<file path="config.mk">
export PLATFORM = sky130hd
export DESIGN_NAME = multi_channel_pattern_gen
export DESIGN_NICKNAME = d
export VERILOG_FILES = /design/src/rtl/multi_channel_pattern_gen.sv
export SDC_FILE = /design/constraint.sdc
export NUM_CORES = 1
export LEC_CHECK = 0
export BUFFER_PORTS_ARGS = -buffer_cell sky130_fd_sc_hd__buf_2
export CAP_MARGIN = 20
export CORE_MARGIN = 2
export CORE_UTILIZATION = 30
export CTS_BUF_LIST = sky130_fd_sc_hd__clkbuf_8
export CTS_CLUSTER_DIAMETER = 50
export CTS_CLUSTER_SIZE = 10
export DETAILED_ROUTE_END_ITERATION = 12
export GPL_ROUTABILITY_DRIVEN = 0
export HOLD_SLACK_MARGIN = 0.12
export PLACE_DENSITY = 0.54
export SYNTH_ARGS = -nofsm -noshare
export SYNTH_HDL_FRONTEND = slang
export SYNTH_SLANG_ARGS = --single-unit
</file>
<file path="constraint.sdc">
create_clock -name clock -period 4 [get_ports clock]
set_clock_uncertainty 0.1 [all_clocks]
set_input_delay 0.6 -clock clock [delete_from_list [all_inputs] [get_ports clock]]
set_output_delay 0.6 -clock clock [all_outputs]
set_load 0.03 [all_outputs]
</file>
<file path="src/rtl/multi_channel_pattern_gen.sv">
`default_nettype none
// ============================================================================
// Module      : multi_channel_pattern_gen
// Description : Periodic beat source that spreads beats round-robin over
//               NUM_CH accumulating channels, with a backpressured
//               valid/ready output and a saturating drop counter.
// Revision    : 1.0 - initial release
// ============================================================================
module multi_channel_pattern_gen #(
    parameter int                DATA_W    = 8,
    parameter int                NUM_CH    = 4,
    parameter int                DLY_W     = 8,
    parameter logic [DATA_W-1:0] RESET_VAL = '0,
    localparam int               CH_W      = $clog2(NUM_CH)
) (
    input  logic              clock,
    input  logic              reset,
    input  logic              enable,
    input  logic [DLY_W-1:0]  period,
    input  logic [DATA_W-1:0] step,
    input  logic              mode,
    input  logic              drop_clr,
    input  logic              ready,
    output logic [DATA_W-1:0] data,
    output logic [CH_W-1:0]   channel,
    output logic              valid,
    output logic [15:0]       drop_count
);

    localparam logic [CH_W-1:0] c_LAST_CH  = CH_W'(NUM_CH - 1);
    localparam logic [15:0]     c_DROP_MAX = 16'hFFFF;

    logic [DLY_W-1:0]  r_cnt;
    logic [CH_W-1:0]   r_ptr;
    logic [DATA_W-1:0] r_acc [NUM_CH];
    logic [DATA_W-1:0] r_data;
    logic [CH_W-1:0]   r_channel;
    logic              r_valid;
    logic [15:0]       r_drop;

    logic              w_tick;
    logic              w_slot_free;
    logic [DATA_W-1:0] w_acc_cur;
    logic [DATA_W-1:0] w_acc_next;

    assign w_tick      = enable && (r_cnt == '0);
    assign w_slot_free = !r_valid || ready;
    assign w_acc_cur   = r_acc[r_ptr];
    assign w_acc_next  = mode ? (w_acc_cur - step) : (w_acc_cur + step);

    always_ff @(posedge clock) begin
        if (reset) begin
            r_cnt     <= period;
            r_ptr     <= '0;
            r_data    <= RESET_VAL;
            r_channel <= '0;
            r_valid   <= 1'b0;
            r_drop    <= '0;
            for (int i = 0; i < NUM_CH; i++) begin
                r_acc[i] <= RESET_VAL;
            end
        end else begin
            // Counter reloads from period only on expiry or while disabled.
            if (!enable || (r_cnt == '0)) begin
                r_cnt <= period;
            end else begin
                r_cnt <= r_cnt - DLY_W'(1);
            end

            if (w_tick && w_slot_free) begin
                r_data       <= w_acc_cur;
                r_channel    <= r_ptr;
                r_valid      <= 1'b1;
                r_acc[r_ptr] <= w_acc_next;
                r_ptr        <= (r_ptr == c_LAST_CH) ? '0 : r_ptr + CH_W'(1);
            end else if (r_valid && ready) begin
                r_valid <= 1'b0;
            end

            if (drop_clr) begin
                r_drop <= '0;
            end else if (w_tick && !w_slot_free && (r_drop != c_DROP_MAX)) begin
                r_drop <= r_drop + 16'd1;
            end
        end
    end

    assign data       = r_data;
    assign channel    = r_channel;
    assign valid      = r_valid;
    assign drop_count = r_drop;

endmodule
`default_nettype wire
</file>
# Word-level counts from Yosys, hierarchy flattened
# Memories as Yosys holds them, arrays and structs flattened. A register that Yosys moved wholly into a read port is not among the register bits.
# Index checks and enable logic that the tools add are counted.
[classes] addsub=5 n_eq_ne=2 n_reduce_logical=14 muxes=16
[ops] op="8-bit two-way mux" count=4
[ops] op="16-bit by 1-bit adder with 16-bit output, second input constant" count=1
[ops] op="16-bit != test, second input constant" count=1
[ops] op="8-bit adder" count=1
[ops] op="8-bit logical NOT" count=1
[ops] op="1-bit two-way mux" count=8
[ops] op="2-bit two-way mux" count=4
[ops] op="8-bit OR reduction" count=1
[ops] op="8-bit by 1-bit subtractor with 8-bit output, second input constant" count=1
[ops] op="8-bit subtractor" count=1
[ops] op="1-bit logical AND" count=5
[ops] op="1-bit logical NOT" count=3
[ops] op="2-bit by 1-bit adder with 2-bit output, second input constant" count=1
[ops] op="2-bit == test, second input constant" count=1
[ops] op="1-bit logical OR" count=2
[ops] op="2-bit nonzero test" count=1
[ops] op="2-bit OR reduction" count=1
[totals] out_inout_bits=27 in_bits=22 regBits=37 mem_bits_rw=32 n_memories=1 word_cells=44
[memory_table] name="r_acc" depth=4 width=8 rd=1 rd_clocked_by_memory_dff=1 wr=4 line_no="35" rtl="logic [DATA_W-1:0] r_acc [NUM_CH];"

# Depth between registers and ports, before layout
# Gate-level depths: netlist of run 1.
[depth] ltp_word=8 depth_mapped=10

# Worst setup path before layout of run 1
# OpenSTA, ideal clock, no wires.
[synth_path] kind="input -> register" start="in step[0]" end="mem r_acc[0][6], data pin" required_time_ns=3.629 stages=9 path_slack_ns=1.144 t_arrival_ns=2.485 path_cell_list="inv_1 > ha_1 > mux2_2 > fa_1 > nor2b_1 > o21ai_0 > a21o_1 > a311oi_1 > nor2_1"
[synth_rtl] item="start, declared" line_no="20" rtl="input logic [DATA_W-1:0] step,"
[synth_rtl] item="end, declared" line_no="35"

==> results of run 1 <==
## synth_stat cells (2+ instances only)
library cell | number | share of area, %
sky130_fd_sc_hd__buf_1 | 2 | 0.21
sky130_fd_sc_hd__nor3_1 | 5 | 0.71
sky130_fd_sc_hd__nand4_1 | 4 | 0.71
sky130_fd_sc_hd__buf_2 | 2 | 0.28
sky130_fd_sc_hd__o2111ai_1 | 3 | 0.74
sky130_fd_sc_hd__nand2_1 | 15 | 1.6
sky130_fd_sc_hd__a21o_1 | 3 | 0.64
sky130_fd_sc_hd__edfxtp_1 | 32 | 27
sky130_fd_sc_hd__nor2b_1 | 4 | 0.71
sky130_fd_sc_hd__nand3b_1 | 2 | 0.42
sky130_fd_sc_hd__a31oi_1 | 3 | 0.53
sky130_fd_sc_hd__inv_1 | 16 | 1.7
sky130_fd_sc_hd__clkbuf_1 | 6 | 0.64
sky130_fd_sc_hd__nor2_1 | 68 | 7.2
sky130_fd_sc_hd__nand3_1 | 6 | 0.85
sky130_fd_sc_hd__a2111oi_0 | 4 | 0.99
sky130_fd_sc_hd__mux2_2 | 2 | 0.64
sky130_fd_sc_hd__dfxtp_1 | 39 | 22
sky130_fd_sc_hd__xnor2_1 | 16 | 4.0
sky130_fd_sc_hd__xor2_1 | 8 | 2.0
sky130_fd_sc_hd__and4_1 | 3 | 0.74
sky130_fd_sc_hd__ha_1 | 12 | 4.2
sky130_fd_sc_hd__a211oi_1 | 2 | 0.42
sky130_fd_sc_hd__nand2b_1 | 9 | 1.6
sky130_fd_sc_hd__or3_1 | 6 | 1.1
sky130_fd_sc_hd__mux4_2 | 8 | 5.1
sky130_fd_sc_hd__mux2i_1 | 11 | 3.1
sky130_fd_sc_hd__a21oi_1 | 21 | 3.0
sky130_fd_sc_hd__o21ai_0 | 9 | 1.3
sky130_fd_sc_hd__o211ai_1 | 2 | 0.42
## metal layers
layer | wire length (um) | vias to the layer above | share of wire (%) | global-route usage, %
met5 | 0 | - | 0 | 0
met4 | 18 | 0 | 0.24 | 3.171
met3 | 359 | 2 | 4.7 | 3.456
met2 | 3587 | 56 | 47 | 20.56
met1 | 3595 | 1240 | 48 | 16.54
li1 | - | 1313 | - | -
## worst max-delay path: cells and delay by family (launching register included)
| kind | cells | cell delay (ns) |
|---|---|---|
| flip-flops | 1 | 0.67 |
| buffers and inverters | 1 | 0.08 |
| multiplexers | 1 | 0.58 |
| adder cells (fa/ha/maj) | 2 | 0.39 |
| AO/OA/AOI/OAI | 3 | 1.00 |
| AND/OR/NAND/NOR | 2 | 0.16 |
## logic make-up after synthesis
logic type                 share of synthesized area [%]
adders and majority gates                          4.802
buffers and inverters                              3.143
xor gates and xnor gates                           5.932
AOI/OAI and AO/OA                                  9.357
DFF                                                49.15
and+or+nand+nor                                    18.79
muxes                                              8.828
## layout by cell type, fill, tap and decap left out, drive strengths merged, types with 11 or more instances in the layout
| master | instances |
|---|---|
| nor2 | 68 |
| buf | 49 |
| dfxtp | 39 |
| edfxtp | 32 |
| a21oi | 22 |
| inv | 18 |
| xnor2 | 16 |
| nand2 | 15 |
| ha | 12 |
| mux2i | 11 |
## sequential cells by signal, summed over array words and instances (netlist names), named ones only
signal	count
data	8
drop_count	16
valid	1
r_cnt	8
channel	2
r_acc	32
r_ptr	2
## metrics by stage
step / instance area, um2 / std cells
after floorplan: 3543 / 340
after global placement: 3919 / 521
after detailed placement: 3919 / 521
after CTS: 4114 / 537
after global routing: 4114 / 537
final: 4114 / 537
## cell type report
type / count / area (um2)
Clock buffer: 9 / 123.9
Clock inverter: 7 / 71.32
Fill cell: 1167 / 7353
Inverter: 16 / 60.06
Multi-Input combinational cell: 242 / 1690
Sequential cell: 71 / 1742
Tap cell: 143 / 178.9
Timing Repair Buffer: 49 / 247.7
## path summary, 6_finish.rpt
check	start	endpoint
max	register	r_acc[0][6]
min reg2reg	data[1]	data[1]
min	period[0]	r_cnt[0]
max reg2reg	register	r_acc[0][6]
## power by group
group	total, mW	switching, mW	internal, mW
registers	0.787	0.0126	0.774
logic	0.161	0.0996	0.0616
clock network	0.563	0.274	0.289
==> flow_summary.html, run 1 <==
<table>
<tr><th>Metric</th><th>Value</th></tr>
<tr><th colspan="2">Clock network</th></tr>
<tr><td>Setup Buffers After CTS</td><td>0</td></tr>
<tr><td>Worst-Skew Late Latency</td><td>between 0.3 and 0.4 ns</td></tr>
<tr><td>Deepest clock path buffer count</td><td>2</td></tr>
<tr><td>Hold buffer count at CTS</td><td>0</td></tr>
<tr><td>Clock slew seen by the registers of the worst setup and hold paths</td><td>0.08 ns</td></tr>
<tr><td>Clock tree root driver cell</td><td>sky130_fd_sc_hd__clkbuf_8</td></tr>
<tr><td>H-tree Lvls</td><td>3</td></tr>
<tr><td>Count of instances resized after the clock tree is built</td><td>0</td></tr>
<tr><td>Number of clock sinks</td><td>slightly above 70</td></tr>
<tr><td>Clock tree from TritonCTS</td><td>yes</td></tr>
<tr><td>TritonCTS buffer count</td><td>9</td></tr>
<tr><th colspan="2">Finish</th></tr>
<tr><td>Fraction of final layout cells sized beyond drive strength 1</td><td>20.30%</td></tr>
<tr><td>Layout area overhead</td><td>16.10%</td></tr>
<tr><td># diodes</td><td>0</td></tr>
<tr><td>Net count reported at finish</td><td>between 400 and 500</td></tr>
<tr><td>Final Util</td><td>between 30 and 40%</td></tr>
<tr><th colspan="2">Critical path</th></tr>
<tr><td>Worst-path maximum fanout</td><td>8</td></tr>
<tr><td>Path depth of the worst reg2reg path</td><td>9</td></tr>
<tr><td>Critical path required time</td><td>3.98 ns</td></tr>
<tr><td>Crit path largest cell delay</td><td>0.67 ns</td></tr>
<tr><td>Arrival time of data at the critical path endpoint</td><td>~3.2 ns</td></tr>
<tr><td>Crit path capture type</td><td>register</td></tr>
<tr><td>Worst reg2reg setup slack</td><td>0.76 ns</td></tr>
<tr><td>Worst Setup Start Kind</td><td>register</td></tr>
<tr><td>Critical path class</td><td>register to register</td></tr>
<tr><td>Critical path, cell by cell</td><td>mux4_2 -&gt; inv_1 -&gt; ha_1 -&gt; fa_1 -&gt; nor2b_1 -&gt; o21ai_0 -&gt; a2111oi_0 -&gt; a311oi_1 -&gt; nor2_1</td></tr>
<tr><td>Critical Path Slowest Stage Cell</td><td>sky130_fd_sc_hd__dfxtp_1</td></tr>
<tr><th colspan="2">GRT</th></tr>
<tr><td>GRT Overall Usage</td><td>12.57%</td></tr>
<tr><td>Number of antenna violations at the first check in global routing</td><td>0</td></tr>
<tr><td>Maximum number of pins on one net before global-route repair</td><td>22</td></tr>
<tr><td>Via count of the first global-routing pass</td><td>2599</td></tr>
<tr><td>Total global routing overflow</td><td>0</td></tr>
<tr><td>Wire length of the first global-routing pass</td><td>between 10000 and 15000 um</td></tr>
<tr><th colspan="2">Synthesis</th></tr>
<tr><td>Number of enable-type register cells in the synthesized netlist</td><td>32</td></tr>
<tr><td>Async S/R FF share, synth</td><td>0%</td></tr>
<tr><td>Syn Area/Cell</td><td>10.42 um2</td></tr>
<tr><td>Part of the Yosys area used for sequential elements</td><td>49.15%</td></tr>
<tr><td>Post-Syn Area</td><td>approximately 3500 um2</td></tr>
<tr><td>Synthesized netlist net count</td><td>375</td></tr>
<tr><td>Top flip-flop cell by instance count after synthesis</td><td>sky130_fd_sc_hd__dfxtp_1</td></tr>
<tr><td>Seq cells post-synth</td><td>71</td></tr>
<tr><td>Distinct cell type count of the synthesized netlist</td><td>47</td></tr>
<tr><td>Synth Instances</td><td>340</td></tr>
<tr><td>Synthesis Warnings</td><td>0</td></tr>
<tr><th colspan="2">Floorplanning</th></tr>
<tr><td>Die Outline Area</td><td>12700 um2</td></tr>
<tr><td>Top-Level Pins</td><td>between 40 and 50</td></tr>
<tr><td>Initial core utilization</td><td>a little under a third</td></tr>
<tr><td>Die extent in y</td><td>112.7 um</td></tr>
<tr><td>Number of rows created at floorplan</td><td>39</td></tr>
<tr><td>X dimension of the die</td><td>112.7 um</td></tr>
<tr><td>Area of the placeable core</td><td>11470 um2</td></tr>
<tr><th colspan="2">Route</th></tr>
<tr><td>Antenna-violating nets left</td><td>0</td></tr>
<tr><td>Detailed-route DRC error count</td><td>0</td></tr>
<tr><td>Count of vias placed by the detailed router</td><td>2611</td></tr>
<tr><td>Avg WL per Cell</td><td>between 10 and 15 um</td></tr>
<tr><td>Post-detailed-routing wire length</td><td>roughly 7600 um</td></tr>
<tr><td>Initial DRT Pass Iterations</td><td>4</td></tr>
<tr><td>Via-to-Cell Ratio</td><td>about 5</td></tr>
<tr><td>DRC marker count from the first detailed-route iteration</td><td>199</td></tr>
<tr><th colspan="2">Timing</th></tr>
<tr><td>Final-report max-slew violation count</td><td>0</td></tr>
<tr><td>Final critical-path required period</td><td>3.241 ns</td></tr>
<tr><td>Actual transition at the worst max-transition pin</td><td>between 0.8 and 0.9 ns</td></tr>
<tr><td>Final setup slack of the worst path</td><td>0.7593 ns</td></tr>
<tr><td>Relative slew slack</td><td>42.41%</td></tr>
<tr><td>Worst hold slack after final layout</td><td>0.3869 ns</td></tr>
<tr><td>Number of failing hold endpoints at the final stage</td><td>0</td></tr>
<tr><td>Number of failing setup endpoints in the final timing report</td><td>0</td></tr>
<tr><td>Share of the clock period used by the worst path</td><td>between 80% and 90%</td></tr>
<tr><td>Aggregate negative setup slack</td><td>0 ns</td></tr>
<tr><td>RSZ-0062 raised after global routing</td><td>no</td></tr>
<tr><td>Maximum achievable frequency</td><td>0.3086 GHz</td></tr>
<tr><th colspan="2">Worst hold path</th></tr>
<tr><td>Classification of the worst-slack hold path</td><td>input port to register</td></tr>
<tr><td>Depth of the worst hold-timing path</td><td>2</td></tr>
<tr><th colspan="2">Pwr</th></tr>
<tr><td>Post-layout total power</td><td>1.511 mW</td></tr>
<tr><td>Leakage Power</td><td>1.663 nW</td></tr>
<tr><td>Worst supply voltage drop on vdd</td><td>0.0001964 V</td></tr>
<tr><td>Areal power density over the cells</td><td>roughly 370 nW/um2</td></tr>
<tr><th colspan="2">Flow run</th></tr>
<tr><td>Max-capacitance violation count</td><td>0</td></tr>
<tr><th colspan="2">Placement</th></tr>
<tr><td>Port buffer count</td><td>48</td></tr>
<tr><td>Post-placement setup slack</td><td>about 0.75 ns</td></tr>
<tr><td>Final HPWL from detailed placement</td><td>roughly 5600 um</td></tr>
<tr><th colspan="2">Run status</th></tr>
<tr><td>Outcome</td><td>finished, final reports clean</td></tr>
</table>
Power figures use the tool's default switching activity.
==> run 2, diff against run 1 <==
- ABC_AREA: default -> 1
- clock period: 4 -> 3.1 ns (I/O delays scaled with it)
==> run 2 against run 1 <==
Area after synthesis up 5.7%. Final area grew 7.8%. Non-clock buffer count grew 16. Critical path type unchanged. Largest cell class unchanged. Power increased by 27%. Worst hold slack lost 0.18 ns. Register-to-register slack got worse by 0.35 ns. Via count rose by 21%. Highest routed layer unchanged. Routed wire length grew 19%.
==> flow_summary.html, run 2 <==
<table>
<tr><th>Metric</th><th>Value</th></tr>
<tr><th colspan="2">Timing</th></tr>
<tr><td>Share of the clock period used by the worst path</td><td>86.92%</td></tr>
<tr><td>Number of failing hold endpoints at the final stage</td><td>0</td></tr>
<tr><td>Actual transition at the worst max-transition pin</td><td>0.7801 ns</td></tr>
<tr><td>Number of failing setup endpoints in the final timing report</td><td>0</td></tr>
<tr><td>RSZ-0062 raised after global routing</td><td>no</td></tr>
<tr><td>Relative slew slack</td><td>47.80%</td></tr>
<tr><td>Final critical-path required period</td><td>2.694 ns</td></tr>
<tr><td>Maximum achievable frequency</td><td>roughly 0.37 GHz</td></tr>
<tr><td>Aggregate negative setup slack</td><td>0 ns</td></tr>
<tr><td>Final-report max-slew violation count</td><td>0</td></tr>
<tr><th colspan="2">Route</th></tr>
<tr><td>Post-detailed-routing wire length</td><td>8973 um</td></tr>
<tr><td>DRC marker count from the first detailed-route iteration</td><td>132</td></tr>
<tr><td>Count of vias placed by the detailed router</td><td>3163</td></tr>
<tr><td>Detailed-route DRC error count</td><td>0</td></tr>
<tr><td>Via-to-Cell Ratio</td><td>4.512</td></tr>
<tr><td>Antenna-violating nets left</td><td>0</td></tr>
<tr><td>Avg WL per Cell</td><td>approximately 13 um</td></tr>
<tr><td>Initial DRT Pass Iterations</td><td>4</td></tr>
<tr><th colspan="2">Critical path</th></tr>
<tr><td>Worst-path maximum fanout</td><td>13</td></tr>
<tr><td>Critical path required time</td><td>approximately 3.1 ns</td></tr>
<tr><td>Crit path capture type</td><td>register</td></tr>
<tr><td>Critical path class</td><td>register to register</td></tr>
<tr><td>Arrival time of data at the critical path endpoint</td><td>2.68 ns</td></tr>
<tr><td>Worst Setup Start Kind</td><td>register</td></tr>
<tr><td>Path depth of the worst reg2reg path</td><td>9</td></tr>
<tr><th colspan="2">Finish</th></tr>
<tr><td>Max FFs per register</td><td>32</td></tr>
<tr><td>Most frequent cells in the layout</td><td>sky130_fd_sc_hd__nand2_1 (107), sky130_fd_sc_hd__nor2_1 (66), sky130_fd_sc_hd__inv_1 (51)</td></tr>
<tr><td>Fraction of final layout cells sized beyond drive strength 1</td><td>18.39%</td></tr>
<tr><td>Final Util</td><td>36.63%</td></tr>
<tr><td># diodes</td><td>0</td></tr>
<tr><td>Commonest non-fill, non-tap cell in the layout</td><td>sky130_fd_sc_hd__nand2_1</td></tr>
<tr><td>Largest register by flop count</td><td>r_acc</td></tr>
<tr><td>Net count reported at finish</td><td>563</td></tr>
<tr><td>Layout area overhead</td><td>18.48%</td></tr>
<tr><td>Filler cell count in the final layout</td><td>1324</td></tr>
<tr><td>Final std cell area, no fill</td><td>between 4000 and 5000 um2</td></tr>
<tr><th colspan="2">Clock network</th></tr>
<tr><td>Setup Buffers After CTS</td><td>0</td></tr>
<tr><td>Count of instances resized after the clock tree is built</td><td>0</td></tr>
<tr><td>Deepest clock path buffer count</td><td>2</td></tr>
<tr><td>Clock tree root driver cell</td><td>sky130_fd_sc_hd__clkbuf_8</td></tr>
<tr><td>Clock slew seen by the registers of the worst setup and hold paths</td><td>approximately 0.08 ns</td></tr>
<tr><td>H-tree Lvls</td><td>3</td></tr>
<tr><td>Worst-Skew Late Latency</td><td>0.35 ns</td></tr>
<tr><td>TritonCTS buffer count</td><td>9</td></tr>
<tr><td>Number of clock sinks</td><td>71</td></tr>
<tr><td>Clock tree from TritonCTS</td><td>yes</td></tr>
<tr><td>Hold buffer count at CTS</td><td>0</td></tr>
<tr><th colspan="2">Pwr</th></tr>
<tr><td>Leakage Power</td><td>1.894 nW</td></tr>
<tr><td>Worst supply voltage drop on vdd</td><td>0.0002410 V</td></tr>
<tr><td>Areal power density over the cells</td><td>between 400 and 500 nW/um2</td></tr>
<tr><th colspan="2">Worst hold path</th></tr>
<tr><td>Depth of the worst hold-timing path</td><td>3</td></tr>
<tr><td>Classification of the worst-slack hold path</td><td>input port to register</td></tr>
<tr><th colspan="2">GRT</th></tr>
<tr><td>GRT Overall Usage</td><td>14.82%</td></tr>
<tr><td>Total global routing overflow</td><td>0</td></tr>
<tr><td>Maximum number of pins on one net before global-route repair</td><td>17</td></tr>
<tr><td>Wire length of the first global-routing pass</td><td>15290 um</td></tr>
<tr><td>Number of antenna violations at the first check in global routing</td><td>0</td></tr>
<tr><td>Via count of the first global-routing pass</td><td>3190</td></tr>
<tr><th colspan="2">Synthesis</th></tr>
<tr><td>Synthesized netlist net count</td><td>about 500</td></tr>
<tr><td>Post-synthesis cell type with the largest combined area</td><td>sky130_fd_sc_hd__edfxtp_1</td></tr>
<tr><td>Most common cell in the netlist</td><td>sky130_fd_sc_hd__nand2_1</td></tr>
<tr><td>Fraction of synthesized cell area taken by the top area cell type</td><td>between 20 and 30%</td></tr>
<tr><td>Number of enable-type register cells in the synthesized netlist</td><td>32</td></tr>
<tr><td>Distinct cell type count of the synthesized netlist</td><td>35</td></tr>
<tr><td>Post-Syn Area</td><td>3745 um2</td></tr>
<tr><td>Synth Instances</td><td>roughly 460</td></tr>
<tr><td>Most common library cells after synthesis</td><td>sky130_fd_sc_hd__nand2_1 (107), sky130_fd_sc_hd__nor2_1 (66), sky130_fd_sc_hd__inv_1 (48), sky130_fd_sc_hd__dfxtp_1 (39), sky130_fd_sc_hd__edfxtp_1 (32)</td></tr>
<tr><td>Seq cells post-synth</td><td>71</td></tr>
<tr><td>Part of the Yosys area used for sequential elements</td><td>46.51%</td></tr>
<tr><td>Async S/R FF share, synth</td><td>0%</td></tr>
<tr><td>Synthesis Warnings</td><td>0</td></tr>
<tr><td>Top flip-flop cell by instance count after synthesis</td><td>sky130_fd_sc_hd__dfxtp_1</td></tr>
<tr><td>Synth area leaders</td><td>sky130_fd_sc_hd__edfxtp_1 (26%), sky130_fd_sc_hd__dfxtp_1 (21%), sky130_fd_sc_hd__nand2_1 (11%), sky130_fd_sc_hd__nor2_1 (6.6%), sky130_fd_sc_hd__inv_1 (4.8%)</td></tr>
<tr><td>Syn Area/Cell</td><td>roughly 8 um2</td></tr>
<tr><th colspan="2">Placement</th></tr>
<tr><td>Port buffer count</td><td>48</td></tr>
<tr><td>Final HPWL from detailed placement</td><td>6567 um</td></tr>
<tr><td>Cell Area, Placed</td><td>4255 um2</td></tr>
<tr><th colspan="2">Floorplanning</th></tr>
<tr><td>X dimension of the die</td><td>roughly 120 um</td></tr>
<tr><td>Die Outline Area</td><td>between 10000 and 15000 um2</td></tr>
<tr><td>Area of the placeable core</td><td>12110 um2</td></tr>
<tr><td>Initial core utilization</td><td>30.92%</td></tr>
<tr><td>Number of rows created at floorplan</td><td>40</td></tr>
<tr><td>Die extent in y</td><td>115.7 um</td></tr>
<tr><td>Top-Level Pins</td><td>49</td></tr>
<tr><th colspan="2">Flow run</th></tr>
<tr><td>Max-capacitance violation count</td><td>0</td></tr>
<tr><th colspan="2">Run status</th></tr>
<tr><td>Outcome</td><td>finished, final reports clean</td></tr>
</table>
-- run 2: cell types whose count changed after synthesis, moves of 6 or more --
cell,change
sky130_fd_sc_hd__nand2b_1,-9
sky130_fd_sc_hd__nand3_1,+19
sky130_fd_sc_hd__mux4_2,-8
sky130_fd_sc_hd__xnor2_1,-8
sky130_fd_sc_hd__inv_1,+32
sky130_fd_sc_hd__o22ai_1,+6
sky130_fd_sc_hd__a21oi_1,+6
sky130_fd_sc_hd__o21ai_0,+17
sky130_fd_sc_hd__nand3_2,+9
sky130_fd_sc_hd__mux2i_1,-10
sky130_fd_sc_hd__nand2_1,+92
sky130_fd_sc_hd__or3_1,-6
sky130_fd_sc_hd__xor2_1,+7
-- run 2: metal layers --
layer | part of all wire, % | track usage (%) | vias up | routed length (um)
met2 | 46 | 24.25 | 62 | 4097
li1 | - | - | 1646 | -
met4 | 0.94 | 3.492 | 0 | 84
met3 | 5.7 | 5.073 | 9 | 508
met1 | 48 | 18.99 | 1446 | 4282
met5 | 0 | 0 | - | 0
-- run 2: worst max-delay path, stage by stage, from the launching register on --
cell,delay (ns)
sky130_fd_sc_hd__dfxtp_1,0.31
sky130_fd_sc_hd__inv_1,0.33
sky130_fd_sc_hd__buf_4,0.21
sky130_fd_sc_hd__nand2_1,0.05
sky130_fd_sc_hd__a32o_1,0.27
sky130_fd_sc_hd__fa_1,0.47
sky130_fd_sc_hd__inv_1,0.10
sky130_fd_sc_hd__a31oi_1,0.11
sky130_fd_sc_hd__xor2_1,0.37
sky130_fd_sc_hd__nor2_1,0.09
-- run 2: final cells by class --
cell class | instances | area [um2] | area share [%]
clock buffers | 9 | 123.9 | 2.792
multi-input cells | 330 | 1742 | 39.26
well taps | 168 | 210.2 | 4.738
clock inverters | 7 | 57.56 | 1.297
inverters | 51 | 193.9 | 4.371
flip-flops and latches | 71 | 1742 | 39.26
repair buffers | 65 | 367.9 | 8.291
-- run 2: metrics by stage --
step / instances / total power [mW] / hold slack (ns) / worst slack [ns]
finish: 701 / 1.915 / 0.2050 / 0.4056
global route: 701 / 2.015 / 0.1961 / 0.1639
CTS: 701 / 1.943 / 0.1878 / 0.3123
detailed placement: 685 / 1.233 / 0.3255 / 0.2528
global placement: 685 / 1.230 / 0.3199 / 0.3468
floorplan: 463 / 1.165 / 0.3061 / 0.4983
-- run 2: worst paths after layout --
| path | from | to | slack (ns) |
|---|---|---|---|
| hold / removal | period[3] | r_cnt[3] | 0.20 |
| setup reg to reg | register | r_acc[2][4] | 0.41 |
| hold reg to reg | r_cnt[0] | r_cnt[0] | 0.33 |
| setup / recovery | register | r_acc[2][4] | 0.41 |
-- run 2: logic make-up after synthesis --
logic type	synth area share, %
xor gates and xnor gates	5.379
and+or+nand+nor	26.56
DFF	46.51
buffers and inverters	6.982
muxes	0.2673
adders and majority gates	4.544
AOI/OAI and AO/OA	9.756
-- run 2: report_power, final --
| part | total (mW) | switching, mW | internal (mW) | leakage (nW) |
|---|---|---|---|---|
| logic | 0.202 | 0.127 | 0.0752 | 1.14 |
| registers | 1.01 | 0.0108 | 0.999 | 0.647 |
| clock network | 0.703 | 0.342 | 0.361 | 0.107 |
==> run 3, diff against run 2 <==
- CORE_UTILIZATION: 30 -> 60
- PLACE_DENSITY: 0.54 -> 0.82
- SLEW_MARGIN: default -> 40
==> run 3 against run 2 <==
Sequential share of layout area is 1.4 points higher. Setup slack worse by 0.037 ns. Clock power decreased by 2%. Power fell by 0.50%. Fmax shrank 1.3%. Critical endpoint is now r_acc[1][4].
==> flow_summary.html, run 3 (synthesis results as in run 2) <==
<table>
<tr><th>Metric</th><th>Value</th></tr>
<tr><th colspan="2">Run status</th></tr>
<tr><td>Outcome</td><td>finished, final reports clean</td></tr>
<tr><th colspan="2">GRT</th></tr>
<tr><td>Number of antenna violations at the first check in global routing</td><td>0</td></tr>
<tr><td>Wire length of the first global-routing pass</td><td>~14000 um</td></tr>
<tr><td>Maximum number of pins on one net before global-route repair</td><td>17</td></tr>
<tr><td>Via count of the first global-routing pass</td><td>3021</td></tr>
<tr><td>GRT Overall Usage</td><td>between 20% and 30%</td></tr>
<tr><td>Total global routing overflow</td><td>0</td></tr>
<tr><th colspan="2">Floorplanning</th></tr>
<tr><td>Area of the placeable core</td><td>5991 um2</td></tr>
<tr><td>Number of rows created at floorplan</td><td>28</td></tr>
<tr><td>Initial core utilization</td><td>~63%</td></tr>
<tr><td>X dimension of the die</td><td>~83 um</td></tr>
<tr><td>Die extent in y</td><td>about 83 um</td></tr>
<tr><td>Die Outline Area</td><td>between 6000 and 7000 um2</td></tr>
<tr><td>Top-Level Pins</td><td>49</td></tr>
<tr><th colspan="2">Timing</th></tr>
<tr><td>Number of failing hold endpoints at the final stage</td><td>0</td></tr>
<tr><td>Maximum achievable frequency</td><td>0.3662 GHz</td></tr>
<tr><td>Number of failing setup endpoints in the final timing report</td><td>0</td></tr>
<tr><td>Final critical-path required period</td><td>about 2.7 ns</td></tr>
<tr><td>RSZ-0062 raised after global routing</td><td>no</td></tr>
<tr><td>Final-report max-slew violation count</td><td>0</td></tr>
<tr><td>Share of the clock period used by the worst path</td><td>88.10%</td></tr>
<tr><td>Aggregate negative setup slack</td><td>0 ns</td></tr>
<tr><td>Actual transition at the worst max-transition pin</td><td>0.5208 ns</td></tr>
<tr><td>Relative slew slack</td><td>65.24%</td></tr>
<tr><th colspan="2">Clock network</th></tr>
<tr><td>Setup Buffers After CTS</td><td>0</td></tr>
<tr><td>Clock tree from TritonCTS</td><td>yes</td></tr>
<tr><td>Count of instances resized after the clock tree is built</td><td>0</td></tr>
<tr><td>Clock tree root driver cell</td><td>sky130_fd_sc_hd__clkbuf_8</td></tr>
<tr><td>Hold buffer count at CTS</td><td>0</td></tr>
<tr><td>Worst-Skew Late Latency</td><td>0.35 ns</td></tr>
<tr><td>Clock slew seen by the registers of the worst setup and hold paths</td><td>0.08 ns</td></tr>
<tr><td>Deepest clock path buffer count</td><td>2</td></tr>
<tr><td>H-tree Lvls</td><td>3</td></tr>
<tr><td>TritonCTS buffer count</td><td>9</td></tr>
<tr><td>Number of clock sinks</td><td>71</td></tr>
<tr><th colspan="2">Critical path</th></tr>
<tr><td>Arrival time of data at the critical path endpoint</td><td>2.72 ns</td></tr>
<tr><td>Critical Path Slowest Stage Cell</td><td>sky130_fd_sc_hd__a32o_1</td></tr>
<tr><td>CP top delay family</td><td>adder cells</td></tr>
<tr><td>Crit path capture type</td><td>register</td></tr>
<tr><td>Number of buffers and inverters on the critical path</td><td>2</td></tr>
<tr><td>Critical path class</td><td>register to register</td></tr>
<tr><td>Critical path, cell by cell</td><td>clkinv_1 -&gt; a32o_1 -&gt; ha_1 -&gt; fa_1 -&gt; inv_1 -&gt; a31oi_1 -&gt; xor2_1 -&gt; nor2_1</td></tr>
<tr><td>Worst-path maximum fanout</td><td>10</td></tr>
<tr><td>Critical path required time</td><td>between 3 and 4 ns</td></tr>
<tr><td>Worst Setup Start Kind</td><td>register</td></tr>
<tr><td>Crit path largest cell delay</td><td>around 0.4 ns</td></tr>
<tr><th colspan="2">Pwr</th></tr>
<tr><td>Leakage Power</td><td>1.860 nW</td></tr>
<tr><td>Areal power density over the cells</td><td>444.8 nW/um2</td></tr>
<tr><td>Worst supply voltage drop on vdd</td><td>0.0002956 V</td></tr>
<tr><th colspan="2">Finish</th></tr>
<tr><td>Net count reported at finish</td><td>roughly 560</td></tr>
<tr><td>Fraction of final layout cells sized beyond drive strength 1</td><td>17.61%</td></tr>
<tr><td>Largest register by flop count</td><td>r_acc</td></tr>
<tr><td>Layout area overhead</td><td>14.37%</td></tr>
<tr><td>Commonest non-fill, non-tap cell in the layout</td><td>sky130_fd_sc_hd__nand2_1</td></tr>
<tr><td>Final Util</td><td>71.49%</td></tr>
<tr><td># diodes</td><td>0</td></tr>
<tr><td>Max FFs per register</td><td>32</td></tr>
<tr><td>Most frequent cells in the layout</td><td>sky130_fd_sc_hd__nand2_1 (107), sky130_fd_sc_hd__nor2_1 (65), sky130_fd_sc_hd__inv_1 (49)</td></tr>
<tr><th colspan="2">Placement</th></tr>
<tr><td>Final HPWL from detailed placement</td><td>5919 um</td></tr>
<tr><td>Port buffer count</td><td>48</td></tr>
<tr><th colspan="2">Worst hold path</th></tr>
<tr><td>Classification of the worst-slack hold path</td><td>input port to register</td></tr>
<tr><th colspan="2">Route</th></tr>
<tr><td>Via-to-Cell Ratio</td><td>5.489</td></tr>
<tr><td>Antenna-violating nets left</td><td>0</td></tr>
<tr><td>Avg WL per Cell</td><td>13.82 um</td></tr>
<tr><td>Initial DRT Pass Iterations</td><td>5</td></tr>
<tr><td>Count of vias placed by the detailed router</td><td>3310</td></tr>
<tr><td>Detailed-route DRC error count</td><td>0</td></tr>
<tr><td>Post-detailed-routing wire length</td><td>8334 um</td></tr>
<tr><td>DRC marker count from the first detailed-route iteration</td><td>between 200 and 250</td></tr>
<tr><th colspan="2">Flow run</th></tr>
<tr><td>Max-capacitance violation count</td><td>0</td></tr>
</table>
## run 3: final cells by class
class | count | area [um2]
Clock buffer | 9 | 123.9
Multi-Input combinational cell | 330 | 1744
Clock inverter | 7 | 55.05
Inverter | 51 | 193.9
Sequential cell | 71 | 1742
Tap cell | 75 | 93.84
Fill cell | 471 | 1708
Timing Repair Buffer | 60 | 330.3
## run 3: path summary, 6_finish.rpt
check / depth (start not counted) / from / to / slack (ns)
worst max register to register: 8 / register / r_acc[1][4] / 0.37
worst min register to register: 1 / r_cnt[0] / r_cnt[0] / 0.33
worst max-delay path: 8 / register / r_acc[1][4] / 0.37
worst min-delay path: 3 / period[3] / r_cnt[3] / 0.22
## run 3: power breakdown
group          total, mW  internal (mW)  switching [mW]  leakage, nW
Combinational      0.206         0.0778           0.128         1.12
Sequential          1.01           1.00          0.0113        0.647
Clock              0.689          0.358           0.331       0.0967
## run 3: metal layers
| layer | wire, um | global-route usage [%] |
|---|---|---|
| met3 | 657 | 6.561 |
| met5 | 0 | 0 |
| met1 | 3669 | 33.85 |
| met2 | 3875 | 40.32 |
| met4 | 131 | 7.899 |
## run 3: per-stage QoR
step | hold WS, ns | cells | total power [mW] | worst slack, ns | area, um2
CTS | 0.2085 | 603 | 1.913 | 0.3767 | 4280
floorplan | 0.3061 | 463 | 1.165 | 0.4983 | 3745
global route | 0.2216 | 603 | 1.986 | 0.2394 | 4283
global placement | 0.3178 | 587 | 1.224 | 0.3891 | 4101
finish | 0.2169 | 603 | 1.905 | 0.3690 | 4283
detailed placement | 0.3228 | 587 | 1.232 | 0.2979 | 4101
## run 3: worst min-delay path, cell delays in order
cell and delay (ns):
sky130_fd_sc_hd__buf_2 0.08, sky130_fd_sc_hd__mux2i_1 0.05, sky130_fd_sc_hd__inv_1 0.05
